File: src/rtl/chiplet_link_tx.sv
// chiplet_link_tx: serialises router egress flits into PHIT_W-wide link beats
// under per-VC credit flow control. Optional macro LINK_PARITY_EN adds the
// phit_parity_o output (XOR of each beat).

package noc_params;
    parameter int VC_NUM = 2;
endpackage

module chiplet_link_tx #(
    parameter int FLIT_W      = 64,
    parameter int PHIT_W      = 16,
    parameter int VC_NUM      = noc_params::VC_NUM,
    parameter int BUFFER_SIZE = 8
) (
    input  logic                       clk,
    input  logic                       rst,
    input  logic                       flit_valid_i,
    input  logic [FLIT_W-1:0]          flit_data_i,
    input  logic [$clog2(VC_NUM)-1:0]  flit_vc_i,
    output logic                       flit_ready_o,
    input  logic                       credit_valid_i,
    input  logic [$clog2(VC_NUM)-1:0]  credit_vc_i,
    output logic                       phit_valid_o,
    output logic [PHIT_W-1:0]          phit_data_o,
    output logic                       phit_head_o,
`ifdef LINK_PARITY_EN
    output logic                       phit_parity_o,
`endif
    output logic [$clog2(VC_NUM)-1:0]  phit_vc_o,
    output logic [VC_NUM-1:0]          credit_avail_o,
    output logic [VC_NUM-1:0]          error_o
);

    localparam int NB = FLIT_W / PHIT_W;
    localparam int BW = (NB > 1) ? $clog2(NB) : 1;
    localparam int VW = $clog2(VC_NUM);
    localparam int CW = $clog2(BUFFER_SIZE + 1);
    localparam logic [BW-1:0] LAST_BEAT = BW'(NB - 1);
    localparam logic [CW-1:0] FULL      = CW'(BUFFER_SIZE);

    typedef enum logic {IDLE, SEND} state_t;

    state_t              state, state_nxt;
    logic [BW-1:0]       beat_p1, beat_nxt;
    logic [FLIT_W-1:0]   flit_p1;
    logic [VW-1:0]       vc_p1;
    logic [CW-1:0]       cnt [VC_NUM];
    logic [VC_NUM-1:0]   err;
    logic [VC_NUM-1:0]   inc_v, dec_v;
    logic                last_beat, accept;

    // A new flit may be taken when the link is idle or finishing its last beat.
    assign last_beat    = (state == SEND) && (beat_p1 == LAST_BEAT);
    assign flit_ready_o = !rst && ((state == IDLE) || last_beat) && (cnt[flit_vc_i] != '0);
    assign accept       = flit_valid_i && flit_ready_o;

    // Next-state and beat-counter logic; an accept always restarts at beat 0.
    always_comb begin
        state_nxt = state;
        beat_nxt  = beat_p1;
        case (state)
            IDLE: begin
                if (accept) begin
                    state_nxt = SEND;
                    beat_nxt  = '0;
                end
            end
            SEND: begin
                if (last_beat) begin
                    beat_nxt = '0;
                    if (!accept) state_nxt = IDLE;
                end else begin
                    beat_nxt = beat_p1 + 1'b1;
                end
            end
        endcase
    end

    // State register; reset aborts any flit in flight.
    always_ff @(posedge clk) begin
        if (rst) begin
            state   <= IDLE;
            beat_p1 <= '0;
            vc_p1   <= '0;
        end else begin
            state   <= state_nxt;
            beat_p1 <= beat_nxt;
            if (accept) vc_p1 <= flit_vc_i;
        end
    end

    // Flit payload capture (stage p0 -> p1); data path carries no reset.
    always_ff @(posedge clk) begin
        if (accept) flit_p1 <= flit_data_i;
    end

    // Per-VC credit events decoded from the accept and credit-return inputs.
    always_comb begin
        inc_v = '0;
        dec_v = '0;
        for (int v = 0; v < VC_NUM; v++) begin
            inc_v[v] = credit_valid_i && (credit_vc_i == VW'(v));
            dec_v[v] = accept && (flit_vc_i == VW'(v));
        end
    end

    // Credit counters: simultaneous take and return cancel; overflow saturates and sticks.
    always_ff @(posedge clk) begin
        if (rst) begin
            for (int v = 0; v < VC_NUM; v++) cnt[v] <= FULL;
            err <= '0;
        end else begin
            for (int v = 0; v < VC_NUM; v++) begin
                if (inc_v[v] && !dec_v[v]) begin
                    if (cnt[v] == FULL) err[v] <= 1'b1;
                    else                cnt[v] <= cnt[v] + 1'b1;
                end else if (dec_v[v] && !inc_v[v]) begin
                    cnt[v] <= cnt[v] - 1'b1;
                end
            end
        end
    end

    // Credit availability flags.
    always_comb begin
        credit_avail_o = '0;
        for (int v = 0; v < VC_NUM; v++) credit_avail_o[v] = (cnt[v] != '0);
    end

    // Beat k of the held flit is selected straight from registers.
    assign phit_valid_o = (state == SEND);
    assign phit_head_o  = (state == SEND) && (beat_p1 == '0);
    assign phit_data_o  = phit_valid_o ? flit_p1[beat_p1*PHIT_W +: PHIT_W] : '0;
    assign phit_vc_o    = vc_p1;
    assign error_o      = err;

`ifdef LINK_PARITY_EN
    assign phit_parity_o = ^phit_data_o;
`endif

endmodule

File: config.mk
export PLATFORM = sky130hd
export DESIGN_NAME = chiplet_link_tx
export DESIGN_NICKNAME = d
export VERILOG_FILES = /design/src/rtl/chiplet_link_tx.sv
export SDC_FILE = /design/constraint.sdc
export NUM_CORES = 1
export LEC_CHECK = 0
export CORE_UTILIZATION = 40
export CTS_BUF_LIST = sky130_fd_sc_hd__clkbuf_8
export DETAILED_ROUTE_END_ITERATION = 12
export GPL_ROUTABILITY_DRIVEN = 0
export GPL_TIMING_DRIVEN = 1
export PLACE_DENSITY = 0.75
export SLEW_MARGIN = 20
export SYNTH_ARGS = -nofsm -noshare
export SYNTH_HDL_FRONTEND = slang
export SYNTH_SLANG_ARGS = --single-unit
export TNS_END_PERCENT = 50
File: constraint.sdc
create_clock -name clk -period 2.71 [get_ports clk]
set_clock_uncertainty 0.15 [all_clocks]
set_input_delay 0.542 -clock clk [delete_from_list [all_inputs] [get_ports clk]]
set_output_delay 0.542 -clock clk [all_outputs]
set_load 0.1 [all_outputs]
==> summary by stage <==
Clock tree
TritonCTS built the clock tree. The root buffer cell is clkbuf_8. The number of buffers created by CTS is 9. At the later pin of the worst-skew pair, clock insertion delay measures 350 ps. The buffer levels on the longest clock path is 2. In this run the post-CTS setup repair buffer count came out at 0.

The clock-pin transition on the worst setup and hold timing paths is 70 ps. The clock net in this run drives a total of 78 sinks. The number of hold buffers added after CTS was 0.

The H-tree level count is 3.

Hold path
The end point of the worst hold path is error_o[0]. The worst hold path begins at error_o[0]. The hold path depth is 2.

The worst hold-check path type is reg2reg.

Worst setup path
The startpoint of the worst-slack reg-to-reg timing path is beat_p1[0]. On the worst path, the slowest cell contributes a delay of 540 ps. In this run the critical register-to-register path is captured at cnt[0][3]. Among all stages on the critical path, the largest delay is contributed by clkdlybuf4s50_1. Together, buffers and inverters on the worst path number 1. The kind of cell with the highest combined delay along the critical path is simple AND/OR/NAND/NOR gates.

The data required time of the critical path is 2660 ps. Of all nets on the critical path, the largest fanout is 4. The type of element launching the critical path is an input port. The most numerous cell type found on the critical path is xnor2_1. In this run the register-to-register setup slack is 350 ps. For the worst flop-to-flop path, the logic depth is 10. The kind of critical path is in2reg.

The worst setup path is captured at a register. The data arrival time of the critical path is 2560 ps. Walking the worst path, the cells encountered are clkdlybuf4s50_1, and2b_1, nor4_4, ha_1, a21o_1, a21oi_2, xnor2_1, xnor2_1, nand2b_1.

Routing
After detailed routing, the total wire length is 6670 um. In the final routed layout, each cell accounts on average for 15.6 um. Before antenna repair, the detailed router went through 5 iterations. The first routing iteration left 63 violations. The number of nets with antenna violations after routing is 0. The detailed-route DRC error count is 0. After detailed routing, the number of vias per cell comes to 4.93. The total via count in the routed design is 2112.

Global route
Entering global routing, the biggest net connects 34 pins. The via count of the first global-routing pass is 2269. The global router's overall resource usage is 17.0%. The number of antenna violations at the first check in global routing is 0. The first global-routing pass estimated 10800 um of wire. The final global-route overflow total is 0.

Die
The floorplan step set the die width to 94.2 um. The region available for standard cell placement spans 8220 um^2. The vertical die dimension is 94.2 um. 94 I/O pins were placed. The die covers 8870 um^2. The initialized floorplan defines 33 standard-cell rows. For this configuration, the core starts out at a cell density of 41.3%.

Run
The max-capacitance violation count is 0.

Pwr
The total power after layout is 2.96 mW. Across the VDD grid, the largest voltage drop is 0.000362 V. The power density over the cells is 591 nW/um^2.

In this run the static leakage power is 1.75 nW.

Timing
Setup repair after global routing could not meet its margin everywhere. The number of pins with negative max-slew slack in the final report is 0. The count of endpoints failing hold in the final timing report came to 0. Setup violations remaining at the end of the flow were counted as 0. Of the available clock period, the critical path in the final layout requires 96.2%.

The post-route worst hold slack is 302 ps. In the final timing run, aggregate negative setup slack is 0 ps. The max-slew headroom at the worst pin is 76.2%. The worst-margin pin slew is 354 ps. Derived from the worst setup path, the maximum achievable clock frequency is 384 MHz. The shortest clock period the worst path allows after layout is 2610 ps.

Yosys
The number of warnings printed during yosys synthesis is 0. The count of state elements after synthesis is 78. Counting flops with a built-in enable in the synthesized netlist gives 72. The average instance in the mapped netlist occupies 16.6 um^2. Synthesis produced 205 cells. The cell area after synthesis is 3400 um^2. The count of different cell masters after synthesis is 43. The proportion of synthesized flip-flops having asynchronous set or reset is 0%.

The prevailing post-synth register cell is edfxtp_1. When the netlist entered floorplanning its net count stood at 283. The share of the Yosys chip area taken by registers is 67.2%.

Cells and area
Compared with the post-synthesis result, the final layout area differs by 47.4%. Cells fill 60.9% of the core in the end. The multi-input gate area in the final layout is 1060 um^2.

In the layout the commonest cells are edfxtp_1, clkdlybuf4s50_1, buf_12. The final-stage net count is 396. Registers take 2280 um^2. The filler cell count is 601. The number of inserted diodes is 0. The count of cells in the finished layout, fillers not included, comes to 428. The share of post-route cells with drive strength above 1 is 26.3%. The library cell used most frequently in the layout, excluding fill and tap cells, is edfxtp_1.

Place
Counting tap cells, the placed design contains a total of 412 instances. The half-perimeter wire length after detailed placement is 4760 um. The number of buffer cells added on primary ports is 93.

Status
The flow ran to the end, and the final reports show no timing, DRC or antenna violations.
[power by group]
part | switching, mW | leakage (nW) | internal (mW)
clock | 0.426 | 0.115 | 0.522
sequential | 0.0415 | 0.723 | 1.39
combinational | 0.308 | 0.907 | 0.269
[Yosys cell counts, types with 2 or more instances]
cell / instances / share of area [%]
xnor2_1: 2 / 0.52
buf_2: 2 / 0.29
nand2_1: 9 / 0.99
nor3_1: 6 / 0.88
clkbuf_1: 3 / 0.33
edfxtp_1: 72 / 64
inv_1: 11 / 1.2
or3_1: 2 / 0.37
o21ai_0: 3 / 0.44
nand2b_1: 3 / 0.55
nor4_4: 3 / 1.9
mux4_2: 16 / 11
dfxtp_1: 6 / 3.5
a21oi_1: 9 / 1.3
and2_1: 17 / 3.1
nor2b_1: 2 / 0.37
nand3b_1: 2 / 0.44
nor2_1: 6 / 0.66
ha_1: 7 / 2.6
[worst reg2reg max path: cells and delay by family (launching register included)]
family	cells	cell delay (ps)
simple gates	4	540
fa+ha+maj	2	470
flops	1	350
compound gates	2	330
xor+xnor	2	280
[registers in the layout (all words and copies together), names as in the netlist]
name          count
cnt               8
flit_p1          64
phit_vc_o         1
error_o           2
phit_valid_o      1
beat_p1           2
[routing by layer]
| metal | share of wire (%) | track usage [%] | vias to the layer above | wire, um |
|---|---|---|---|---|
| li1 | - | - | 1011 | - |
| met1 | 41 | 19.9 | 1009 | 2770 |
| met5 | 0 | 0 | - | 0 |
| met4 | 2.1 | 8.08 | 0 | 141 |
| met2 | 49 | 27.2 | 81 | 3240 |
| met3 | 7.8 | 6.63 | 11 | 521 |
[cell families (layout without fill, tap and decap cells)]
kind of cell	after synthesis	after routing	share of synthesized area, %
xor+xnor	3	3	0.774
flops	78	78	67.2
simple gates	58	58	11.3
fa+ha+maj	8	8	3.17
compound gates	23	23	4.68
mux	16	16	10.6
buf+inv	19	137	2.32
[layout make-up]
| cell class | instances | area share, % |
|---|---|---|
| Multi-Input combinational cell | 108 | 21.1 |
| Timing Repair Buffer | 109 | 25.4 |
| Inverter | 12 | 0.975 |
| Tap cell | 105 | 2.62 |
| Clock buffer | 9 | 2.47 |
| Sequential cell | 78 | 45.6 |
| Clock inverter | 7 | 1.90 |
[through the flow]
step           area [um^2]  worst slack, ps
2_1_floorplan         3410             -572
3_3_place_gp          4770             -246
3_5_place_dp          4770             -311
4_1_cts               4990             55.7
5_1_grt               5010            -27.3
6_report              5010              103
[timing repair]
action	CTS	global route
pin swaps	0	1
endpoints found under the setup margin	2	2
resized for setup	1	3
[worst max path at each step]
stage / cells past startpoint / start / to
2_1_floorplan: 5 / cnt[0][1] / flit_p1[0]
3_3_place_gp: 10 / flit_valid_i / cnt[0][3]
3_5_place_dp: 10 / flit_valid_i / cnt[0][3]
4_1_cts: 10 / flit_valid_i / cnt[0][3]
5_1_grt: 9 / credit_vc_i / cnt[0][3]
6_report: 9 / credit_vc_i / cnt[0][3]
Note: power is estimated with default switching activity, not from simulation.
